<file path="config.mk">
export PLATFORM = sky130hd
export DESIGN_NAME = accum_uart_tx
export DESIGN_NICKNAME = d
export VERILOG_FILES = /design/src/rtl/accum_uart_tx.sv
export SDC_FILE = /design/constraint.sdc
export NUM_CORES = 1
export LEC_CHECK = 0
export BUFFER_PORTS_ARGS = -buffer_cell sky130_fd_sc_hd__buf_2
export CAP_MARGIN = 30
export CORE_MARGIN = 1.5
export CORE_UTILIZATION = 55
export CTS_BUF_LIST = sky130_fd_sc_hd__clkbuf_4
export CTS_CLUSTER_SIZE = 14
export DETAILED_ROUTE_END_ITERATION = 10
export HOLD_SLACK_MARGIN = 0.03
export PLACE_DENSITY = 0.73
export SLEW_MARGIN = 0
export SYNTH_ARGS = -nofsm -noshare
export SYNTH_HDL_FRONTEND = slang
export SYNTH_SLANG_ARGS = --single-unit
</file>
<file path="constraint.sdc">
create_clock -name CLK -period 5.79 [get_ports CLK]
set_input_delay 0.8685 -clock CLK [delete_from_list [all_inputs] [get_ports CLK]]
set_output_delay 0.8685 -clock CLK [all_outputs]
set_load 0.01 [all_outputs]
</file>
<file path="src/rtl/accum_uart_tx.sv">
// accum_uart_tx: watches the accumulator bus and queues every new value in a
// small circular FIFO. The queued bytes are sent on a UART line as 8N1 frames,
// LSB first.
// Ports:
//   CLK        system clock, rising edge
//   RST        asynchronous active-high reset
//   ACC_IN     accumulator value to watch
//   TX         UART serial line, idle high (registered)
//   TX_BUSY    high while a frame is on the line (registered)
//   FIFO_COUNT number of queued bytes, 0..FIFO_DEPTH
//   OVERFLOW   sticky flag, set when a change was dropped because the FIFO was full
module accum_uart_tx #(
  parameter int unsigned CLKS_PER_BIT = 16,
  parameter int unsigned FIFO_DEPTH   = 4
) (
  input  logic                          CLK,
  input  logic                          RST,
  input  logic [7:0]                    ACC_IN,
  output logic                          TX,
  output logic                          TX_BUSY,
  output logic [$clog2(FIFO_DEPTH):0]   FIFO_COUNT,
  output logic                          OVERFLOW
);

  localparam int unsigned PTR_W = $clog2(FIFO_DEPTH);
  localparam int unsigned CNT_W = PTR_W + 1;
  localparam int unsigned CLK_W = $clog2(CLKS_PER_BIT);
  localparam logic [CNT_W-1:0] FULL_CNT = CNT_W'(FIFO_DEPTH);
  localparam logic [CLK_W-1:0] CLK_LAST = CLK_W'(CLKS_PER_BIT - 1);

  typedef enum logic [1:0] {IDLE, START, DATA, STOP} state_t;

  state_t             state;
  logic [7:0]         last;
  logic [7:0]         mem [FIFO_DEPTH];
  logic [PTR_W-1:0]   wr_ptr;
  logic [PTR_W-1:0]   rd_ptr;
  logic [CLK_W-1:0]   clk_cnt;
  logic [2:0]         bit_cnt;
  logic [7:0]         shift;

  logic push_req;
  logic pop;
  logic full;
  logic push_ok;

  // A pop on the same edge frees the slot, so a push into a full FIFO still succeeds then.
  always_comb begin
    push_req = (ACC_IN != last);
    pop      = (state == IDLE) && (FIFO_COUNT != '0);
    full     = (FIFO_COUNT == FULL_CNT);
    push_ok  = push_req && (!full || pop);
  end

  // Change capture, pointers, occupancy and the sticky overflow flag.
  always_ff @(posedge CLK or posedge RST) begin
    if (RST) begin
      last       <= 8'h00;
      wr_ptr     <= '0;
      rd_ptr     <= '0;
      FIFO_COUNT <= '0;
      OVERFLOW   <= 1'b0;
    end else begin
      if (push_req) last <= ACC_IN;
      if (push_req && !push_ok) OVERFLOW <= 1'b1;
      if (push_ok) wr_ptr <= wr_ptr + PTR_W'(1);
      if (pop) rd_ptr <= rd_ptr + PTR_W'(1);
      if (push_ok && !pop) FIFO_COUNT <= FIFO_COUNT + CNT_W'(1);
      else if (!push_ok && pop) FIFO_COUNT <= FIFO_COUNT - CNT_W'(1);
    end
  end

  // Storage needs no reset; entries are only read after being written.
  always_ff @(posedge CLK) begin
    if (push_ok) mem[wr_ptr] <= ACC_IN;
  end

  // Serialiser: TX is updated on the edge that enters each bit so it stays registered.
  always_ff @(posedge CLK or posedge RST) begin
    if (RST) begin
      state   <= IDLE;
      clk_cnt <= '0;
      bit_cnt <= '0;
      shift   <= 8'h00;
      TX      <= 1'b1;
      TX_BUSY <= 1'b0;
    end else begin
      unique case (state)
        IDLE: begin
          TX      <= 1'b1;
          TX_BUSY <= 1'b0;
          if (pop) begin
            shift   <= mem[rd_ptr];
            bit_cnt <= '0;
            clk_cnt <= '0;
            TX      <= 1'b0;
            TX_BUSY <= 1'b1;
            state   <= START;
          end
        end
        START: begin
          if (clk_cnt == CLK_LAST) begin
            clk_cnt <= '0;
            TX      <= shift[0];
            state   <= DATA;
          end else begin
            clk_cnt <= clk_cnt + CLK_W'(1);
          end
        end
        DATA: begin
          if (clk_cnt == CLK_LAST) begin
            clk_cnt <= '0;
            if (bit_cnt == 3'd7) begin
              TX    <= 1'b1;
              state <= STOP;
            end else begin
              shift   <= shift >> 1;
              TX      <= shift[1];
              bit_cnt <= bit_cnt + 3'd1;
            end
          end else begin
            clk_cnt <= clk_cnt + CLK_W'(1);
          end
        end
        STOP: begin
          if (clk_cnt == CLK_LAST) begin
            clk_cnt <= '0;
            TX_BUSY <= 1'b0;
            state   <= IDLE;
          end else begin
            clk_cnt <= clk_cnt + CLK_W'(1);
          end
        end
        default: state <= IDLE;
      endcase
    end
  end

endmodule

</file>
---- Word-level counts from Yosys, hierarchy flattened ----
Memory sizes are Yosys's and may differ from the RTL's.
Cells that the tools add are included.
word-level totals
  register bits ........................... 35
  RAM bits ................................ 32
  input port bits ......................... 10
  word-level logic and storage cells ...... 80
  memories kept ........................... 1
operators by class
  add/sub/neg operators ................... 6
  equal/unequal tests ..................... 13
  muxes and demuxes ....................... 29
  reductions and logical operators ........ 20
memories
  memory  depth  width  read ports  clocked after memory_dff  write ports  line  text
  mem     4      8      1           0                         1            35    logic [7:0] mem [FIFO_DEPTH];
operators by type and width
  kind                                          number
  two-way mux 8 bit                             3
  one-hot mux 8 bit (2 select lines)            1
  two-way mux 3 bit                             5
  inequality test 2 bit, second input constant  6
  two-way mux 2 bit                             5
  two-way mux 1 bit                             8
  two-way mux 4 bit                             2
  inequality test 8 bit                         1
  one-hot mux 2 bit (4 select lines)            1
  one-hot mux 4 bit (2 select lines)            1
  adder 3 x 1 -> 3 bit, second input constant   2
  == test 3 bit, second input constant          2
  one-hot mux 3 bit (2 select lines)            1
  nonzero test 2 bit                            3
  nonzero test 3 bit                            2
  logical AND 1 bit                             5
  AND reduction 5 bit                           1
  adder 2 x 1 -> 2 bit, second input constant   2
  adder 4 x 1 -> 4 bit, second input constant   1
  == test 2 bit, second input constant          2
  == test 4 bit, second input constant          1
  AND reduction 4 bit                           1
  logical NOT 1 bit                             3
  one-hot mux 1 bit (3 select lines)            1
  8 further kinds                               8

---- Logic depth before layout (Yosys ltp) ----
  word-level depth ........................ 8
  gate-level depth with buffers ........... 10
  depth with buffers taken out ............ 10

---- Worst setup path after synthesis ----
No wires, ideal clock.
  kind .................................... input to register
  from .................................... input ACC_IN[2]
  to ...................................... register FIFO_COUNT[1]
  setup time .............................. 0.125 ns
  arrival time ............................ 2.467 ns
  slack ................................... 3.199 ns
  cell stages on the path ................. 7
  path buffers ............................ 0
  cells stage by stage .................... xor2_1 -> nor4_1 -> a21oi_1 -> ha_1 -> inv_1 -> fa_1 -> mux2_2
between the ends
  word-level cells in the longest chain between the ends .. 5
RTL lines
  element                              line  text
  from (decl)                          18    input logic [7:0] ACC_IN,
  inequality test 8 bit (*)            49    push_req = (ACC_IN != last);
  logical AND 1 bit (*)                52    push_ok = push_req && (!full || pop);
  named net push_ok                    45    logic push_ok;
  logical NOT 1 bit                    69    else if (!push_ok && pop) FIFO_COUNT <= FIFO_COUNT - CNT_W'(1);
  logical AND 1 bit                    69
  nonzero test 2 bit (no source line)  n/a
  to (signal assigned)                 68    if (push_ok && !pop) FIFO_COUNT <= FIFO_COUNT + CNT_W'(1);
  to (signal assigned)                 69
  to (decl)                            21    output logic [$clog2(FIFO_DEPTH):0] FIFO_COUNT,
Mark *: on every way through the listed nets, which the timed path passes. The rest lies on a longest branch.
A chain may end at the register's enable or synchronous reset.

---- Worst setup path after layout ----
  from .................................... register state[0]
  to ...................................... register FIFO_COUNT[2]
between the ends
  word-level cells in the longest chain between the ends .. 7
RTL lines
  element                              line  text
  from (decl)                          33    state_t state;
  from (signal assigned)               81    state <= IDLE;
  from (signal assigned)               98    state <= START;
  from (signal assigned)               105   state <= DATA;
  logical NOT 2 bit (*)                50    pop = (state == IDLE) && (FIFO_COUNT != '0);
  logical AND 1 bit (*)                50
  logical OR 1 bit (*)                 52
  logical AND 1 bit (*)                52
  named net push_ok                    45
  logical NOT 1 bit                    69
  logical AND 1 bit                    69
  nonzero test 2 bit (no source line)  n/a
Marks and branches as above.

==> metrics.txt <==
status finished, final reports clean; Post-Synthesis Cells 202; slowest stage delay, CP 0.46 ns; Setup Fix Bufs, Post-CTS 0; CP required 6.10 ns; cts hold-fix bufs 0; FILL cells 380; clk root buf clkbuf_4; DR vias/cell 5.36; Power Density 553 nW/um2; first-pass GRT wire length 8250 um; Leak 0.00132 uW; crit-path max FO 14; First DRT Iteration DRCs 67; reg-to-reg slack, setup 2.94 ns; Core Area 5170 um2; clk slew on worst S/H paths 0.11 ns; Synth area leaders edfxtp_1 32%, dfrtp_1 29%, mux4_2 5.3%; clk sink count 67; Slew Viols, Final 0; Crit path depth 10; ys async rst share 52.2%; Post-synth EDFFs 32; CTS tree built; Slew HR 54.6%; fin worst setup slack 2.94 ns; DIE AREA 5870 um2; Post-DRT Antenna Nets 0; total gr overflow 0; final hold violations 0; count of cell types in the netlist 38; routed wire length 4780 um; CP Class flip-flop to flip-flop; Yosys warnings 0; Tmin final 2.85 ns; drt drc 0; Inst Count DP 273; CP max stage cell ha_1; period utilization 49.2%; Die Ht 76.6 um; #FFs+latches synth 67; Initial DRT Pass Iterations 4; commonest cells in the netlist 34 x dfrtp_1, 32 x edfxtp_1, 12 x ha_1, 12 x inv_1, 11 x xor2_1; fmax 0.351 GHz; Synth Cell Area 2980 um2; vias 1549; synthesized area per cell 14.8 um2; count leader, synth dfrtp_1; RD Place Congestion 0.751; worst path cell trace inv_1 -> ha_1 -> nor4b_1 -> a21oi_1 -> ha_1 -> inv_1 -> fa_1 -> xor2_1 -> nor2_1 -> xor2_1; maximum VDD drop 364 uV; CTS Buffer Depth 2; Die X 76.6 um; Setup crit end kind flip-flop; Hold/Removal Path Class flip-flop to flip-flop; Area Growth Syn to Fin 7.51%; Total GRT Usage 19.1%; terminus of the critical flop-to-flop path FIFO_COUNT[2]$_DFFE_PP0P_; RSZ-0062 raised after global routing no; reg2reg start state[0]$_DFFE_PP0P_; register area share after synthesis 61.6%; final hold slack 0.467 ns; Max Cap Viol 0; TritonCTS buffer count 9; vias in the first global route 1712; post-layout util 62.0%; DR WL/cell 16.5 um; IO Port Bufs 15; Setup-failing EPs final 0; Ports 16; Rows 26; Critical Path Start state[0]$_DFFE_PP0P_; Clock Skew 0.0169 ns; initial core utilization 57.6%; Synthesized Nets 225; Critical path buffers and inverters 2; detailed placer's ending HPWL 3300 um; ratio of cells with drive above 1 in the final layout 25.6%; initial antenna violation count 0; Startpoint Class flip-flop; Setup WS pre-CTS 2.67 ns; nets 237; multi-input logic area 1020 um2; worst slew pin tran 0.681 ns; R2R depth 10; Yosys top cell by area edfxtp_1; CP Data Arrival Time 3.17 ns; largest net degree at the start of global routing 36; share of the synthesized area in the top cell type 32.2%; Crit path max-delay family adder cells; FF+latch area 1840 um2; post-CTS sizing 0; CTS H-tree lvls 3; Main synth FF type dfrtp_1; Final Non-Filler Cells 289; Setup Total Neg Slack 0 ns; # diodes 0; CP Capture Point FIFO_COUNT[2]$_DFFE_PP0P_; clock latency on the worst-skew pair 0.41 ns
power breakdown:
| group | switching, uW | internal, uW |
|---|---|---|
| Clock | 157 | 133 |
| Sequential | 116 | 694 |
| Combinational | 318 | 354 |
worst min-delay path by stage:
stage	startpoint	end	slack (ns)	cells after the start
finish	OVERFLOW$_DFFE_PP0P_	OVERFLOW$_DFFE_PP0P_	0.47	1
global route	OVERFLOW$_DFFE_PP0P_	OVERFLOW$_DFFE_PP0P_	0.50	1
CTS	OVERFLOW$_DFFE_PP0P_	OVERFLOW$_DFFE_PP0P_	0.47	1
detailed placement	OVERFLOW$_DFFE_PP0P_	OVERFLOW$_DFFE_PP0P_	0.45	1
global placement	OVERFLOW$_DFFE_PP0P_	OVERFLOW$_DFFE_PP0P_	0.44	1
floorplan	shift[2]$_DFFE_PP0P_	shift[2]$_DFFE_PP0P_	0.48	1
layer usage:
metal | GRT usage (%) | vias to the layer above | routed length [um]
li1 | - | 736 | -
met1 | 22.5 | 779 | 2000
met2 | 32.0 | 24 | 2520
met3 | 6.35 | 10 | 174
met4 | 8.52 | 0 | 80
met5 | 0 | - | 0
cells in the final DEF, fill, tap and decap left out, drive strengths merged, types with 3 or more instances in the layout:
cell	n
a21oi	4
and2	5
buf	16
clkbuf	10
clkinv	5
dfrtp	34
edfxtp	32
ha	12
inv	12
mux2	17
mux4	8
nand2	7
nor2	9
o21ai	8
o2bb2ai	3
xnor2	3
xor2	11
cell type report:
class | instances | share of cell area (%)
clock buffers | 10 | 2.34
clock inverters | 6 | 1.76
inverters | 12 | 1.41
multi-input cells | 108 | 31.9
flip-flops and latches | 67 | 57.3
well taps | 70 | 2.73
repair buffers | 16 | 2.58
sequential cells by signal (all words and copies together), names as in the netlist:
register / cells
FIFO_COUNT: 3
rd_ptr: 2
TX_BUSY: 1
state: 2
OVERFLOW: 1
mem: 32
wr_ptr: 2
TX: 1
shift: 8
clk_cnt: 4
bit_cnt: 3
last: 8
stage by stage:
stage | total power [uW] | instance area [um2]
after floorplan | 1350 | 2980
after global placement | 1450 | 3070
after detailed placement | 1500 | 3070
after CTS | 1800 | 3210
after global routing | 1910 | 3210
final | 1770 | 3210
worst reg2reg max path: stages, from the launching register on:
cell and delay, ns:
dfrtp_1 0.43, inv_1 0.12, ha_1 0.46, nor4b_1 0.16, a21oi_1 0.44, ha_1 0.28
inv_1 0.06, fa_1 0.37, xor2_1 0.15, nor2_1 0.12, xor2_1 0.18
kinds of logic (layout without fill, tap and decap cells):
kind of cell,after synthesis,after routing,synth area share (%)
mux,27,27,14.1
xor+xnor,14,14,4.11
simple gates,33,33,5.71
flops,67,67,61.6
fa+ha+maj,13,13,5.71
compound gates,21,21,4.57
buf+inv,27,44,4.11
Power figures use the tool's default switching activity.
